**src/rtl/uart_pkg.sv**
```systemverilog
// Shared types for the configurable UART: frame FSM states, latched frame
// configuration and data-length encodings.
package uart_pkg;

  localparam int UART_DIV_W = 16;

  localparam logic [1:0] DATA_BITS_5 = 2'b00;
  localparam logic [1:0] DATA_BITS_6 = 2'b01;
  localparam logic [1:0] DATA_BITS_7 = 2'b10;
  localparam logic [1:0] DATA_BITS_8 = 2'b11;

  typedef enum logic [2:0] {
    IDLE,
    START,
    DATA,
    PARITY,
    STOP
  } uart_tx_state_e;

  typedef struct packed {
    logic [UART_DIV_W-1:0] clks_per_bit;
    logic [1:0]            data_bits;
    logic                  parity_en;
    logic                  parity_odd;
    logic                  stop2;
  } uart_cfg_t;

  // Index of the last transmitted data bit for a data-length encoding.
  function automatic logic [2:0] last_bit_idx(input logic [1:0] data_bits);
    case (data_bits)
      DATA_BITS_5: return 3'd4;
      DATA_BITS_6: return 3'd5;
      DATA_BITS_7: return 3'd6;
      DATA_BITS_8: return 3'd7;
      default:     return 3'd7;
    endcase
  endfunction

endpackage

```
**src/rtl/uart_tx_cfg_if.sv**
```systemverilog
// Byte push handshake into the UART transmit FIFO (valid/ready).
interface uart_tx_cfg_if;
  logic [7:0] tx_data;
  logic       tx_valid;
  logic       tx_ready;

  modport master (output tx_data, output tx_valid, input tx_ready);
  modport slave  (input tx_data, input tx_valid, output tx_ready);
endinterface

```
**src/rtl/uart_sync_fifo.sv**
```systemverilog
// Single-clock FIFO with registered full/empty flags and an occupancy count;
// the head entry is visible on pop_data whenever the FIFO is not empty.
module uart_sync_fifo #(
  parameter int WIDTH = 8,
  parameter int DEPTH = 8
) (
  input  logic                     clk,
  input  logic                     rst,
  input  logic                     push,
  input  logic [WIDTH-1:0]         push_data,
  input  logic                     pop,
  output logic [WIDTH-1:0]         pop_data,
  output logic                     full,
  output logic                     empty,
  output logic [$clog2(DEPTH):0]   level
);

  localparam int AW = $clog2(DEPTH);
  localparam int LW = AW + 1;

  logic [WIDTH-1:0] mem [DEPTH];
  logic [AW-1:0]    wr_ptr_reg, rd_ptr_reg;
  logic [LW-1:0]    level_reg, level_next;
  logic             full_reg, empty_reg;
  logic             do_push, do_pop;

  // A push while full is dropped even if a pop frees a slot in the same cycle.
  assign do_push = push && !full_reg;
  assign do_pop  = pop && !empty_reg;

  always_comb begin
    level_next = level_reg;
    if (do_push && !do_pop) begin
      level_next = level_reg + 1'b1;
    end else if (!do_push && do_pop) begin
      level_next = level_reg - 1'b1;
    end
  end

  always_ff @(posedge clk or posedge rst) begin
    if (rst) begin
      wr_ptr_reg <= '0;
      rd_ptr_reg <= '0;
      level_reg  <= '0;
      full_reg   <= 1'b0;
      empty_reg  <= 1'b1;
    end else begin
      if (do_push) wr_ptr_reg <= wr_ptr_reg + 1'b1;
      if (do_pop)  rd_ptr_reg <= rd_ptr_reg + 1'b1;
      level_reg <= level_next;
      full_reg  <= (level_next == LW'(DEPTH));
      empty_reg <= (level_next == '0);
    end
  end

  always_ff @(posedge clk) begin
    if (do_push) mem[wr_ptr_reg] <= push_data;
  end

  assign pop_data = mem[rd_ptr_reg];
  assign full     = full_reg;
  assign empty    = empty_reg;
  assign level    = level_reg;

endmodule

```
**src/rtl/uart_tx_cfg.sv**
```systemverilog
// Configurable UART transmitter: 5-8 data bits, optional parity, 1/2 stop
// bits, runtime divisor, fed from a transmit FIFO.
module uart_tx_cfg
  import uart_pkg::*;
#(
  parameter int FIFO_DEPTH = 8,
  parameter int DIV_W      = 16
) (
  input  logic                          clk_i,
  input  logic                          rst_i,
  uart_tx_cfg_if.slave                  push,
  input  logic [DIV_W-1:0]              cfg_clks_per_bit_i,
  input  logic [1:0]                    cfg_data_bits_i,
  input  logic                          cfg_parity_en_i,
  input  logic                          cfg_parity_odd_i,
  input  logic                          cfg_stop2_i,
  output logic                          tx_o,
  output logic                          busy_o,
  output logic                          done_o,
  output logic [$clog2(FIFO_DEPTH):0]   fifo_level_o
);

  uart_tx_state_e   state_reg, state_next;
  uart_cfg_t        cfg_reg, cfg_next;
  logic [7:0]       data_reg, data_next;
  logic [DIV_W-1:0] cnt_reg, cnt_next;
  logic [2:0]       idx_reg, idx_next;
  logic             stop_phase_reg, stop_phase_next;
  logic             tx_reg, tx_next;
  logic             busy_reg, done_reg, done_next;

  logic             fifo_pop, fifo_full, fifo_empty;
  logic [7:0]       fifo_data;
  logic [DIV_W-1:0] p_div, p_last;
  logic [2:0]       last_idx;
  logic [7:0]       data_mask;
  logic             parity_bit, bit_end;

  uart_sync_fifo #(
    .WIDTH (8),
    .DEPTH (FIFO_DEPTH)
  ) u_fifo (
    .clk       (clk_i),
    .rst       (rst_i),
    .push      (push.tx_valid),
    .push_data (push.tx_data),
    .pop       (fifo_pop),
    .pop_data  (fifo_data),
    .full      (fifo_full),
    .empty     (fifo_empty),
    .level     (fifo_level_o)
  );

  assign push.tx_ready = !fifo_full;

  // A divisor of zero behaves like one: the bit ends on the first count.
  assign p_div    = DIV_W'(cfg_reg.clks_per_bit);
  assign p_last   = (p_div == '0) ? '0 : p_div - 1'b1;
  assign bit_end  = (cnt_reg == p_last);
  assign last_idx = last_bit_idx(cfg_reg.data_bits);

  for (genvar gi = 0; gi < 8; gi++) begin : g_mask
    assign data_mask[gi] = (3'(gi) <= last_idx);
  end

  assign parity_bit = (^(data_reg & data_mask)) ^ cfg_reg.parity_odd;

  always_comb begin
    state_next      = state_reg;
    cfg_next        = cfg_reg;
    data_next       = data_reg;
    cnt_next        = cnt_reg;
    idx_next        = idx_reg;
    stop_phase_next = stop_phase_reg;
    fifo_pop        = 1'b0;

    case (state_reg)
      IDLE: begin
        cnt_next = '0;
        if (!fifo_empty) begin
          fifo_pop              = 1'b1;
          data_next             = fifo_data;
          cfg_next.clks_per_bit = UART_DIV_W'(cfg_clks_per_bit_i);
          cfg_next.data_bits    = cfg_data_bits_i;
          cfg_next.parity_en    = cfg_parity_en_i;
          cfg_next.parity_odd   = cfg_parity_odd_i;
          cfg_next.stop2        = cfg_stop2_i;
          state_next            = START;
        end
      end
      START: begin
        if (bit_end) begin
          cnt_next   = '0;
          idx_next   = '0;
          state_next = DATA;
        end else begin
          cnt_next = cnt_reg + 1'b1;
        end
      end
      DATA: begin
        if (bit_end) begin
          cnt_next = '0;
          if (idx_reg == last_idx) begin
            stop_phase_next = 1'b0;
            state_next      = cfg_reg.parity_en ? PARITY : STOP;
          end else begin
            idx_next = idx_reg + 1'b1;
          end
        end else begin
          cnt_next = cnt_reg + 1'b1;
        end
      end
      PARITY: begin
        if (bit_end) begin
          cnt_next        = '0;
          stop_phase_next = 1'b0;
          state_next      = STOP;
        end else begin
          cnt_next = cnt_reg + 1'b1;
        end
      end
      STOP: begin
        if (bit_end) begin
          cnt_next = '0;
          if (cfg_reg.stop2 && !stop_phase_reg) begin
            stop_phase_next = 1'b1;
          end else begin
            state_next = IDLE;
          end
        end else begin
          cnt_next = cnt_reg + 1'b1;
        end
      end
      default: state_next = IDLE;
    endcase

    // Line level is decoded from the next state so tx_o comes straight off a flop.
    case (state_next)
      START:   tx_next = 1'b0;
      DATA:    tx_next = data_next[idx_next];
      PARITY:  tx_next = parity_bit;
      default: tx_next = 1'b1;
    endcase

    done_next = (state_next == STOP) && (cnt_next == p_last) &&
                (!cfg_reg.stop2 || stop_phase_next);
  end

  always_ff @(posedge clk_i or posedge rst_i) begin
    if (rst_i) begin
      state_reg      <= IDLE;
      cfg_reg        <= '0;
      data_reg       <= '0;
      cnt_reg        <= '0;
      idx_reg        <= '0;
      stop_phase_reg <= 1'b0;
      tx_reg         <= 1'b1;
      busy_reg       <= 1'b0;
      done_reg       <= 1'b0;
    end else begin
      state_reg      <= state_next;
      cfg_reg        <= cfg_next;
      data_reg       <= data_next;
      cnt_reg        <= cnt_next;
      idx_reg        <= idx_next;
      stop_phase_reg <= stop_phase_next;
      tx_reg         <= tx_next;
      busy_reg       <= (state_next != IDLE);
      done_reg       <= done_next;
    end
  end

  assign tx_o   = tx_reg;
  assign busy_o = busy_reg;
  assign done_o = done_reg;

endmodule
```
**src/flat_wrapper.sv**
```systemverilog
// flat-port wrapper written by rule: the top's interface ports become plain ports
module uart_tx_cfg_flat import uart_pkg::*;
#(
  parameter int FIFO_DEPTH = 8,
  parameter int DIV_W      = 16
)
  (clk_i, rst_i, cfg_clks_per_bit_i, cfg_data_bits_i, cfg_parity_en_i, cfg_parity_odd_i, cfg_stop2_i, tx_o, busy_o, done_o, fifo_level_o, push_tx_data, push_tx_valid, push_tx_ready);
  uart_tx_cfg_if push_i ();
  input  logic clk_i;
  input  logic rst_i;
  input  logic [DIV_W-1:0] cfg_clks_per_bit_i;
  input  logic [1:0] cfg_data_bits_i;
  input  logic cfg_parity_en_i;
  input  logic cfg_parity_odd_i;
  input  logic cfg_stop2_i;
  output logic tx_o;
  output logic busy_o;
  output logic done_o;
  output logic [$clog2(FIFO_DEPTH):0] fifo_level_o;
  input wire logic [$bits(push_i.tx_data)-1:0] push_tx_data;
  input wire logic [$bits(push_i.tx_valid)-1:0] push_tx_valid;
  output wire logic [$bits(push_i.tx_ready)-1:0] push_tx_ready;
  assign push_i.tx_data = push_tx_data;
  assign push_i.tx_valid = push_tx_valid;
  assign push_tx_ready = push_i.tx_ready;
  uart_tx_cfg #(.FIFO_DEPTH(FIFO_DEPTH), .DIV_W(DIV_W)) u_core (.clk_i(clk_i), .rst_i(rst_i), .push(push_i), .cfg_clks_per_bit_i(cfg_clks_per_bit_i), .cfg_data_bits_i(cfg_data_bits_i), .cfg_parity_en_i(cfg_parity_en_i), .cfg_parity_odd_i(cfg_parity_odd_i), .cfg_stop2_i(cfg_stop2_i), .tx_o(tx_o), .busy_o(busy_o), .done_o(done_o), .fifo_level_o(fifo_level_o));
endmodule
```
**config.mk**
```make
export PLATFORM = sky130hd
export DESIGN_NAME = uart_tx_cfg_flat
export DESIGN_NICKNAME = d
export VERILOG_FILES = /design/src/rtl/uart_pkg.sv /design/src/rtl/uart_tx_cfg_if.sv /design/src/rtl/uart_sync_fifo.sv /design/src/rtl/uart_tx_cfg.sv /design/src/flat_wrapper.sv
export SDC_FILE = /design/constraint.sdc
export NUM_CORES = 1
export LEC_CHECK = 0
export BUFFER_PORTS_ARGS = -buffer_cell sky130_fd_sc_hd__buf_2
export CORE_MARGIN = 4
export CORE_UTILIZATION = 37
export CTS_BUF_LIST = sky130_fd_sc_hd__clkbuf_8
export DETAILED_ROUTE_END_ITERATION = 10
export GPL_TIMING_DRIVEN = 1
export PLACE_DENSITY = 0.57
export SETUP_SLACK_MARGIN = 0.1
export SLEW_MARGIN = 5
export SYNTH_ARGS = -nofsm -noshare
export SYNTH_HDL_FRONTEND = slang
export SYNTH_SLANG_ARGS = --single-unit
```
**constraint.sdc**
```tcl
create_clock -name clk_i -period 10.2 [get_ports clk_i]
set_clock_uncertainty 0.2 [all_clocks]
set_input_delay 0.51 -clock clk_i [delete_from_list [all_inputs] [get_ports clk_i]]
set_output_delay 0.51 -clock clk_i [all_outputs]
set_load 0.005 [all_outputs]
```
==> flow_summary.toml, run 1 <==
[logic_synthesis]
yosys.area_share.simple = 0.170
synth.top_cell.area_share = 0.259
yosys_warnings = 0
synth_top_family_by_area = "simple AND/OR/NAND/NOR gates"
synth_edf_count = 64
yosysTopAreaCell = "edfxtp_1"
synth_area_per_cell_um2 = 10.7
yosysSeqAreaShare = 0.485
synth_ff_type = "dfrtp_1"
synth_fp_nets = 734
netlist_instances = 694
synth-xor-area-share = 0.0484
synth_area_um2 = 7420
ys_top_cells_by_count = "dfrtp_1 (65), edfxtp_1 (64), nor2_1 (63)"
synthAdderAreaFrac = 0.0135
ys_ff_latch = 131
synthMuxAreaShare = 0.0976
synth_async_sr_flop_share = 0.511
synth.area.top_cells = "edfxtp_1 (26%), dfrtp_1 (22%), mux4_2 (4.9%), xnor2_1 (3.3%), nor2_1 (3.2%)"
synth_compound_area_frac = 0.147
yosysMostFrequentCell = "dfrtp_1"
ys_types = 78

[sta]
drv_slew = 0
final.min_clock_period_ns = 4.88
maxSlewHeadroom = 0.295
worstMarginPinSlew_ns = 1.06
finalHoldViolations = 0
setup_viol_count_final = 0
tns_ns = 0
rsz0062_at_grt = "false"
fmax_ghz = 0.205
fin_crit_sh = 0.479
worst_slack_ns = 5.32

[setup_path]
max_stage_delay_ns = 0.71
crit_buf_inv = 1
cp_top_family = "simple AND/OR/NAND/NOR gates"
reg2regPathDepth = 12
arrival_ns = 5.05
cp.required_ns = 10.37
path_cells = "or4_1 > nor4_4 > buf_4 > a21oi_1 > xor2_1 > or4_4 > or4b_4 > a31o_1 > a22oi_4 > nor4b_2 > a211oi_1 > nor4_2"
start_kind = "flip-flop"
worstSetupEndpointType = "flip-flop"
cp_slowest_cell = "or4_1"
crit_path_max_fanout = 24
crit_type = "reg -> reg"
critical_path_cell_count = 12
r2r_slack_ns = 5.32

[global_routing]
antenna_found_initial = 0
gr-total-overflow = 0
grt_start_max_net_pins = 68
grt_usage = 0.185
grt_first_pass_wirelength_mm = 32.0
grt_pass1_vias = 5740

[clock_network]
cts-root-buf = "clkbuf_8"
cts_inserted_buffers = 17
ctsResizeCount = 0
clock_path_buffers = 2
cts_setup_buffers = 0
clk_latency_ns = 0.46
clk_pin_slew_ns = 0.10
clock-sinks = 131
cts_max_level = 4
cts_tree = "done"
holdBufCountCts = 0

[final_layout]
area_growth_pct = 11.1
regArea_um2 = 3600
drive_gt1_frac = 0.191
num_antenna_cells = 0
largest_reg_flops = 64
nNetsFinal = 760
multi_input_area_um2 = 3540
num-fill-cells = 1881

[die]
die_area_um2 = 22400
chipWidth_um = 150
num_rows = 51
start_util = 0.379
ios = 40
coreArea_um2 = 19600
chipHeight_um = 150

[run]
maxCapViolations = 0

[placed_design]
dpl_worst_slack_ns = 5.40
port_buffers = 39
gp_congestion = 0.946
hpwl_mm = 14.5

[power]
p_leak_uw = 0.00311
p_per_area_nw_per_um2 = 271
ir_worst_vdd_uv = 142

[drt]
drt_wl_total_mm = 20.1
dr_total_vias = 5797
routedWlPerCell_um = 20.2
drt_first_pass_iters = 5
drc_errors = 0
vias_per_cell = 5.81
antenna_left = 0
drtIter0Drc = 606

[run_status]
status = "finished, final reports clean"

[hold_path]
holdCritPathClass = "in -> reg"
hold_depth = 2
-- area by class of cell --
class	instances	share of cell area
Tap cell	265	0.0402
Sequential cell	131	0.437
Clock inverter	15	0.0223
Inverter	28	0.0127
Multi-Input combinational cell	496	0.430
Timing Repair Buffer	46	0.0300
Clock buffer	17	0.0284
-- worst reg2reg max path, cell delays in order (launching register included) --
cell,delay (ns)
dfrtp_1,0.51
or4_1,0.71
nor4_4,0.31
buf_4,0.33
a21oi_1,0.24
xor2_1,0.24
or4_4,0.56
or4b_4,0.67
a31o_1,0.29
a22oi_4,0.17
nor4b_2,0.22
a211oi_1,0.08
nor4_2,0.27
-- per-stage QoR --
stage	area (µm²)	util	power [µW]	cells	hold WS, ns
after floorplan	7420	-	1540	694	0.287
after global placement	7830	0.400	1770	966	0.300
after detailed placement	7830	0.400	1780	966	0.315
after CTS	8250	0.421	2240	998	0.0415
after global routing	8250	0.421	2380	998	0.0503
final	8250	0.421	2230	998	0.0714
-- routing by layer --
metal / global-route usage / up-vias / routed length (µm) / part of all wire
li1: - / 2664 / - / -
met1: 0.252 / 2844 / 8800 / 0.44
met2: 0.288 / 242 / 9310 / 0.46
met3: 0.0466 / 47 / 1460 / 0.073
met4: 0.0650 / 0 / 565 / 0.028
met5: 0 / - / 0 / 0
-- cells by family (layout without fill, tap and decap cells) --
| logic type | after synthesis | in the layout |
|---|---|---|
| and+or+nand+nor | 240 | 240 |
| AOI/OAI and AO/OA | 157 | 157 |
| DFF | 131 | 131 |
| buffers and inverters | 67 | 106 |
| muxes | 50 | 50 |
| xor gates and xnor gates | 41 | 41 |
| adders and majority gates | 8 | 8 |
-- report_power, final --
part | leakage (µW) | internal [µW] | switching [µW]
clock | 0.000209 | 209 | 249
combinational | 0.00150 | 418 | 471
sequential | 0.00140 | 690 | 196
-- cell usage in the layout, fill, tap and decap left out, types with 4 or more instances in the layout --
master	netlist	layout
buf_4	0	7
o211ai_1	4	4
or4_1	7	7
mux2i_1	15	15
mux2_2	19	19
nor2_1	63	62
clkbuf_8	0	17
nor3_1	23	23
nand2b_1	9	9
o31ai_1	7	7
and3_1	9	9
mux4_2	16	16
o21ai_0	33	33
o32ai_1	4	4
ha_1	8	8
o2111ai_1	4	4
a21oi_1	33	33
or3_1	7	7
and4_1	4	4
xnor2_1	28	28
a21o_1	4	4
inv_8	0	4
buf_2	3	39
nand2_1	59	59
a31oi_1	14	14
dfrtp_1	65	65
inv_6	0	6
nand4_1	4	4
xor2_1	13	13
edfxtp_1	64	64
a211oi_1	7	7
o22ai_1	6	6
nand3_1	22	22
inv_1	28	27
nor4_1	6	6
-- final timing paths --
kind / from / end
worst max-delay path: u_core.p_div[6]$_DFFE_PP0P_ / u_core.done_o$_DFF_PP0_
worst min-delay path: cfg_stop2_i / u_core.cfg_reg[0]$_DFFE_PP0P_
worst max register to register: u_core.p_div[6]$_DFFE_PP0P_ / u_core.done_o$_DFF_PP0_
worst min register to register: u_core.u_fifo.wr_ptr_reg[0]$_DFFE_PP0P_ / u_core.u_fifo.wr_ptr_reg[0]$_DFFE_PP0P_
max in group asynchronous: rst_i / u_core.data_reg[1]$_DFF_PP0_
min in group asynchronous: rst_i / u_core.p_div[12]$_DFFE_PP0P_
Power figures use the tool's default switching activity.
==> inputs of run 2 (changes only) <==
--- a/config.mk
+++ b/config.mk
@@ -11,7 +11,7 @@
 export CTS_BUF_LIST = sky130_fd_sc_hd__clkbuf_8
 export DETAILED_ROUTE_END_ITERATION = 10
 export GPL_TIMING_DRIVEN = 1
-export PLACE_DENSITY = 0.57
+export PLACE_DENSITY = 0.59
 export SETUP_SLACK_MARGIN = 0.1
 export SLEW_MARGIN = 5
 export SYNTH_ARGS = -nofsm -noshare
==> constraint.sdc (replaced) <==
create_clock -name clk_i -period 4.4 [get_ports clk_i]
set_clock_uncertainty 0.2 [all_clocks]
set_input_delay 0.22 -clock clk_i [delete_from_list [all_inputs] [get_ports clk_i]]
set_output_delay 0.22 -clock clk_i [all_outputs]
set_load 0.005 [all_outputs]
==> run 2 against run 1 <==
Net effect:
- worst hold slack improved by 0.23 ns
- sequential share of layout area down 4.1 points
- via count rose by 5.9%
- wire length up 4.0%
==> flow_summary.toml, run 2 (synthesis results as in run 1) <==
[power]
p_per_area_nw_per_um2 = 615
p_leak_uw = 0.00354
totalPowerFinal_uw = 5590
ir_worst_vdd_uv = 380

[final_layout]
nNetsFinal = 847
num-fill-cells = 1825
stdcell_count = 1085
final_cell_mix = "dfrtp_1 (65), edfxtp_1 (64), nor2_1 (62), buf_4 (60), nand2_1 (59)"
final_cell_area_um2 = 9090
num_antenna_cells = 0
final_common_cell = "dfrtp_1"
largest_reg_flops = 64
area_growth_pct = 22.5
drive_gt1_frac = 0.259

[drt]
drt_wl_total_mm = 20.9
drtIter0Drc = 556
vias_per_cell = 5.66
antenna_left = 0
dr_total_vias = 6139
drt_first_pass_iters = 6
drc_errors = 0
routedWlPerCell_um = 19.3

[global_routing]
grt_usage = 0.191
grt_first_pass_wirelength_mm = 33.1
grt_pass1_vias = 6038
grt_busiest_layer = "met2"
use_met2 = 0.306
gr-total-overflow = 0
grt_start_max_net_pins = 68
antenna_found_initial = 0
use_met3 = 0.0394
grtUsageMet1 = 0.257

[placed_design]
place_area_um2 = 8110
hpwl_mm = 14.8
dp_cells = 1004
dpl_worst_slack_ns = 0.0417
port_buffers = 39
gp_congestion = 0.978

[sta]
fin_crit_sh = 0.971
drv_slew = 0
finalHoldViolations = 0
final.min_clock_period_ns = 4.27
maxSlewHeadroom = 0.369
fmax_ghz = 0.234
setup_viol_count_final = 0
worstMarginPinSlew_ns = 0.947
worst_slack_ns = 0.127
rsz0062_at_grt = "true"

[setup_path]
crit_path_max_fanout = 5
start_kind = "flip-flop"
arrival_ns = 4.46
cp.required_ns = 4.58
crit_type = "reg -> reg"
worstSetupEndpointType = "flip-flop"

[hold_path]
holdCritPathClass = "in -> reg"

[clock_network]
clock_path_buffers = 2
cts_tree = "done"
clk_latency_ns = 0.46
cts_inserted_buffers = 17
cts_max_level = 4
clock-sinks = 131
clk_pin_slew_ns = 0.10
cts-root-buf = "clkbuf_8"

[die]
start_util = 0.379
die_area_um2 = 22400
coreArea_um2 = 19600
num_rows = 51
ios = 40
chipHeight_um = 150
chipWidth_um = 150

[run_status]
status = "finished, final reports clean"

[run]
maxCapViolations = 0
run 2: where the power goes:
part	switching, µW	internal, µW
clock network	605	437
logic	1320	1260
registers	368	1600
total	2290	3300
run 2: worst paths after layout:
kind / from / to / slack (ns) / cells past startpoint
worst max-delay path: u_core.p_div[0]$_DFFE_PP0P_ / u_core.tx_o$_DFF_PP1_ / 0.13 / 14
worst min-delay path: cfg_clks_per_bit_i[15] / u_core.p_div[15]$_DFFE_PP0P_ / 0.31 / 4
worst max register to register: u_core.p_div[0]$_DFFE_PP0P_ / u_core.tx_o$_DFF_PP1_ / 0.13 / 14
worst min register to register: u_core.u_fifo.level[3]$_DFF_PP0_ / u_core.u_fifo.level[3]$_DFF_PP0_ / 0.32 / 1
max in group asynchronous: rst_i / u_core.data_reg[0]$_DFF_PP0_ / 3.03 / 4
min in group asynchronous: rst_i / u_core.p_div[6]$_DFFE_PP0P_ / 0.38 / 4
run 2: routing by layer:
metal | vias to the layer above | share of wire | wire, µm
met4 | 0 | 0.030 | 631
met2 | 250 | 0.47 | 9900
li1 | 2836 | - | -
met5 | - | 0 | 0
met1 | 3001 | 0.44 | 9140
met3 | 52 | 0.061 | 1270
run 2: final cells by class:
type	instances	area [µm²]	area share
Clock buffer	17	234	0.0257
Inverter	28	105	0.0116
Timing Repair Buffer	132	978	0.108
Clock inverter	15	171	0.0189
Tap cell	265	332	0.0365
Multi-Input combinational cell	497	3670	0.404
Sequential cell	131	3600	0.396
run 2: metrics by stage:
stage               hold WS [ns]  TNS (ns)   util
floorplan                  0.119         0      -
global placement           0.220         0  0.414
detailed placement         0.241         0  0.414
CTS                        0.284         0  0.454
global route               0.318   -0.0992  0.464
finish                     0.306         0  0.464
run 2: worst max-delay path: stages (launching register included):
cell       delay (ns)
dfrtp_1          0.41
inv_2            0.11
ha_4             0.14
or3b_4           0.39
o41ai_4          0.30
buf_4            0.17
a31oi_1          0.07
or3_4            0.41
a211o_4          0.37
or4b_4           0.58
o32ai_1          0.35
a211o_1          0.19
o2111ai_1        0.11
and3_1           0.17
a211o_1          0.23
run 2: what timing repair did:
action / CTS / global route
gates resized for setup: 4 / 20
gates cloned: 1 / 0
hold endpoints to repair: 152 / 0
hold buffers: 31 / 0
buffers inserted: 4 / 13
endpoints found under the setup margin: 2 / 10
pin swaps: 1 / 17
==> inputs of run 3 (changes only) <==
--- a/config.mk
+++ b/config.mk
@@ -6,12 +6,11 @@
 export NUM_CORES = 1
 export LEC_CHECK = 0
 export BUFFER_PORTS_ARGS = -buffer_cell sky130_fd_sc_hd__buf_2
-export CORE_MARGIN = 4
 export CORE_UTILIZATION = 37
 export CTS_BUF_LIST = sky130_fd_sc_hd__clkbuf_8
 export DETAILED_ROUTE_END_ITERATION = 10
 export GPL_TIMING_DRIVEN = 1
-export PLACE_DENSITY = 0.59
+export PLACE_DENSITY = 0.52
 export SETUP_SLACK_MARGIN = 0.1
 export SLEW_MARGIN = 5
 export SYNTH_ARGS = -nofsm -noshare
==> run 3 against run 2 <==
Net effect:
- flip-flop and latch count unchanged
- via count decreased by 1.1%
- combinational power is 2% higher
- cell count rose by 0.46%
==> flow_summary.toml, run 3 (synthesis results as in run 1) <==
[clock_network]
clock_path_buffers = 2
cts_tree = "done"
cts_max_level = 4
clk_pin_slew_ns = 0.09
clock-sinks = 131
cts_inserted_buffers = 17
clk_latency_ns = 0.46
cts-root-buf = "clkbuf_8"

[setup_path]
crit_type = "reg -> reg"
max_stage_delay_ns = 0.61
cp_top_family = "simple AND/OR/NAND/NOR gates"
reg2reg_from = "u_core.p_div[1]$_DFFE_PP0P_"
crit_path_max_fanout = 6
cp_slowest_cell = "or4b_4"
r2r_slack_ns = 0.14
crit_buf_inv = 3
arrival_ns = 4.42
r2r_end = "u_core.done_o$_DFF_PP0_"
setup.worst_path.start = "u_core.p_div[1]$_DFFE_PP0P_"
worstSetupEndpointType = "flip-flop"
reg2regPathDepth = 15
cp.required_ns = 4.56
start_kind = "flip-flop"
path_cells = "inv_2 > ha_4 > or3b_4 > nor4_4 > buf_4 > buf_6 > or3_4 > a2bb2oi_2 > or4_4 > or4b_4 > a31o_1 > a22oi_4 > nor4b_4 > a211oi_2 > nor4_2"

[hold_path]
min_to = "u_core.p_div[15]$_DFFE_PP0P_"
min_from = "cfg_clks_per_bit_i[15]"
holdCritPathClass = "in -> reg"
hold_depth = 4

[final_layout]
final_cell_mix = "buf_4 (65), dfrtp_1 (64), edfxtp_1 (64), nor2_1 (62), nand2_1 (59)"
num-fill-cells = 1850
largest_reg_flops = 64
final_cell_area_um2 = 9130
final_common_cell = "buf_4"
num_antenna_cells = 0
area_growth_pct = 23.1
nNetsFinal = 852
drive_gt1_frac = 0.262

[die]
chipWidth_um = 144
ios = 40
start_util = 0.379
chipHeight_um = 144
die_area_um2 = 20600
coreArea_um2 = 19600
num_rows = 51

[drt]
dr_total_vias = 6074
drt_wl_total_mm = 21.4
drtIter0Drc = 491
routedWlPerCell_um = 19.6
vias_per_cell = 5.57
drc_errors = 0
antenna_left = 0
drt_first_pass_iters = 5

[run_status]
status = "finished, final reports clean"

[placed_design]
place_area_um2 = 8180
port_buffers = 39
dpl_worst_slack_ns = 0.0262
hpwl_mm = 15.3
gp_congestion = 0.954

[power]
p_per_area_nw_per_um2 = 617
ir_worst_vdd_uv = 340
p_leak_uw = 0.00357

[sta]
whs_ns = 0.310
setup_viol_count_final = 0
tns_ns = 0
worst_slack_ns = 0.137
drv_slew = 0
maxSlewHeadroom = 0.235
worstMarginPinSlew_ns = 1.12
fmax_ghz = 0.235
finalHoldViolations = 0
rsz0062_at_grt = "true"
final.min_clock_period_ns = 4.26
fin_crit_sh = 0.969

[global_routing]
grt_usage = 0.220
grt_start_max_net_pins = 48
gr-total-overflow = 0
grt_first_pass_wirelength_mm = 33.5
antenna_found_initial = 0
grt_pass1_vias = 6012

[run]
maxCapViolations = 0
==> run 3: layout make-up <==
| class | count | area (µm²) | share of cell area |
|---|---|---|---|
| multi-input cells | 496 | 3650 | 0.400 |
| clock inverters | 15 | 183 | 0.0200 |
| flip-flops and latches | 131 | 3600 | 0.394 |
| well taps | 265 | 332 | 0.0363 |
| repair buffers | 138 | 1030 | 0.112 |
| clock buffers | 17 | 234 | 0.0256 |
| inverters | 28 | 105 | 0.0115 |
==> run 3: timing repair <==
item,4_1_cts,5_1_grt
hold buffers,31,0
resized for setup,9,16
endpoints found under the setup margin,3,3
endpoints found under the hold margin,132,0
pin swaps,4,18
cloned,0,0
buffers inserted,4,10
==> run 3: how the worst max path moves through the flow <==
stage | endpoint | slack [ns] | depth (start not counted)
after floorplan | u_core.done_o$_DFF_PP0_ | 0.22 | 14
after global placement | u_core.done_o$_DFF_PP0_ | 0.04 | 14
after detailed placement | u_core.done_o$_DFF_PP0_ | 0.03 | 15
after CTS | u_core.tx_o$_DFF_PP1_ | 0.10 | 12
after global routing | u_core.done_o$_DFF_PP0_ | -0.04 | 15
final | u_core.done_o$_DFF_PP0_ | 0.14 | 15
==> run 3: metal layers <==
metal,share of wire,GRT usage,vias to the layer above,wire [µm]
met1,0.45,0.290,3004,9620
met4,0.018,0.0756,0,386
met3,0.059,0.0483,34,1260
met5,0,0,-,0
li1,-,-,2845,-
met2,0.47,0.355,191,10100
==> run 3: worst reg2reg max path, cell delays in order, from the launching register on <==
cell and delay [ns]:
dfrtp_1 0.41, inv_2 0.10, ha_4 0.12, or3b_4 0.40
nor4_4 0.30, buf_4 0.18, buf_6 0.09, or3_4 0.11
a2bb2oi_2 0.05, or4_4 0.54, or4b_4 0.61, a31o_1 0.28
a22oi_4 0.19, nor4b_4 0.23, a211oi_2 0.08, nor4_2 0.28
==> run 3: report_power, final <==
| group | total, µW | leakage, µW | internal, µW | switching, µW |
|---|---|---|---|---|
| clock | 1060 | 0.000206 | 439 | 617 |
| sequential | 1960 | 0.00140 | 1600 | 355 |
| combinational | 2630 | 0.00196 | 1280 | 1340 |
| total | 5640 | 0.00357 | 3320 | 2320 |
==> run 3: metrics by stage <==
stage / cells / utilization / total power (µW)
floorplan: 694 / - / 3560
global placement: 1013 / 0.418 / 4360
detailed placement: 1013 / 0.418 / 4380
CTS: 1080 / 0.460 / 5540
global route: 1090 / 0.466 / 5990
finish: 1090 / 0.466 / 5640
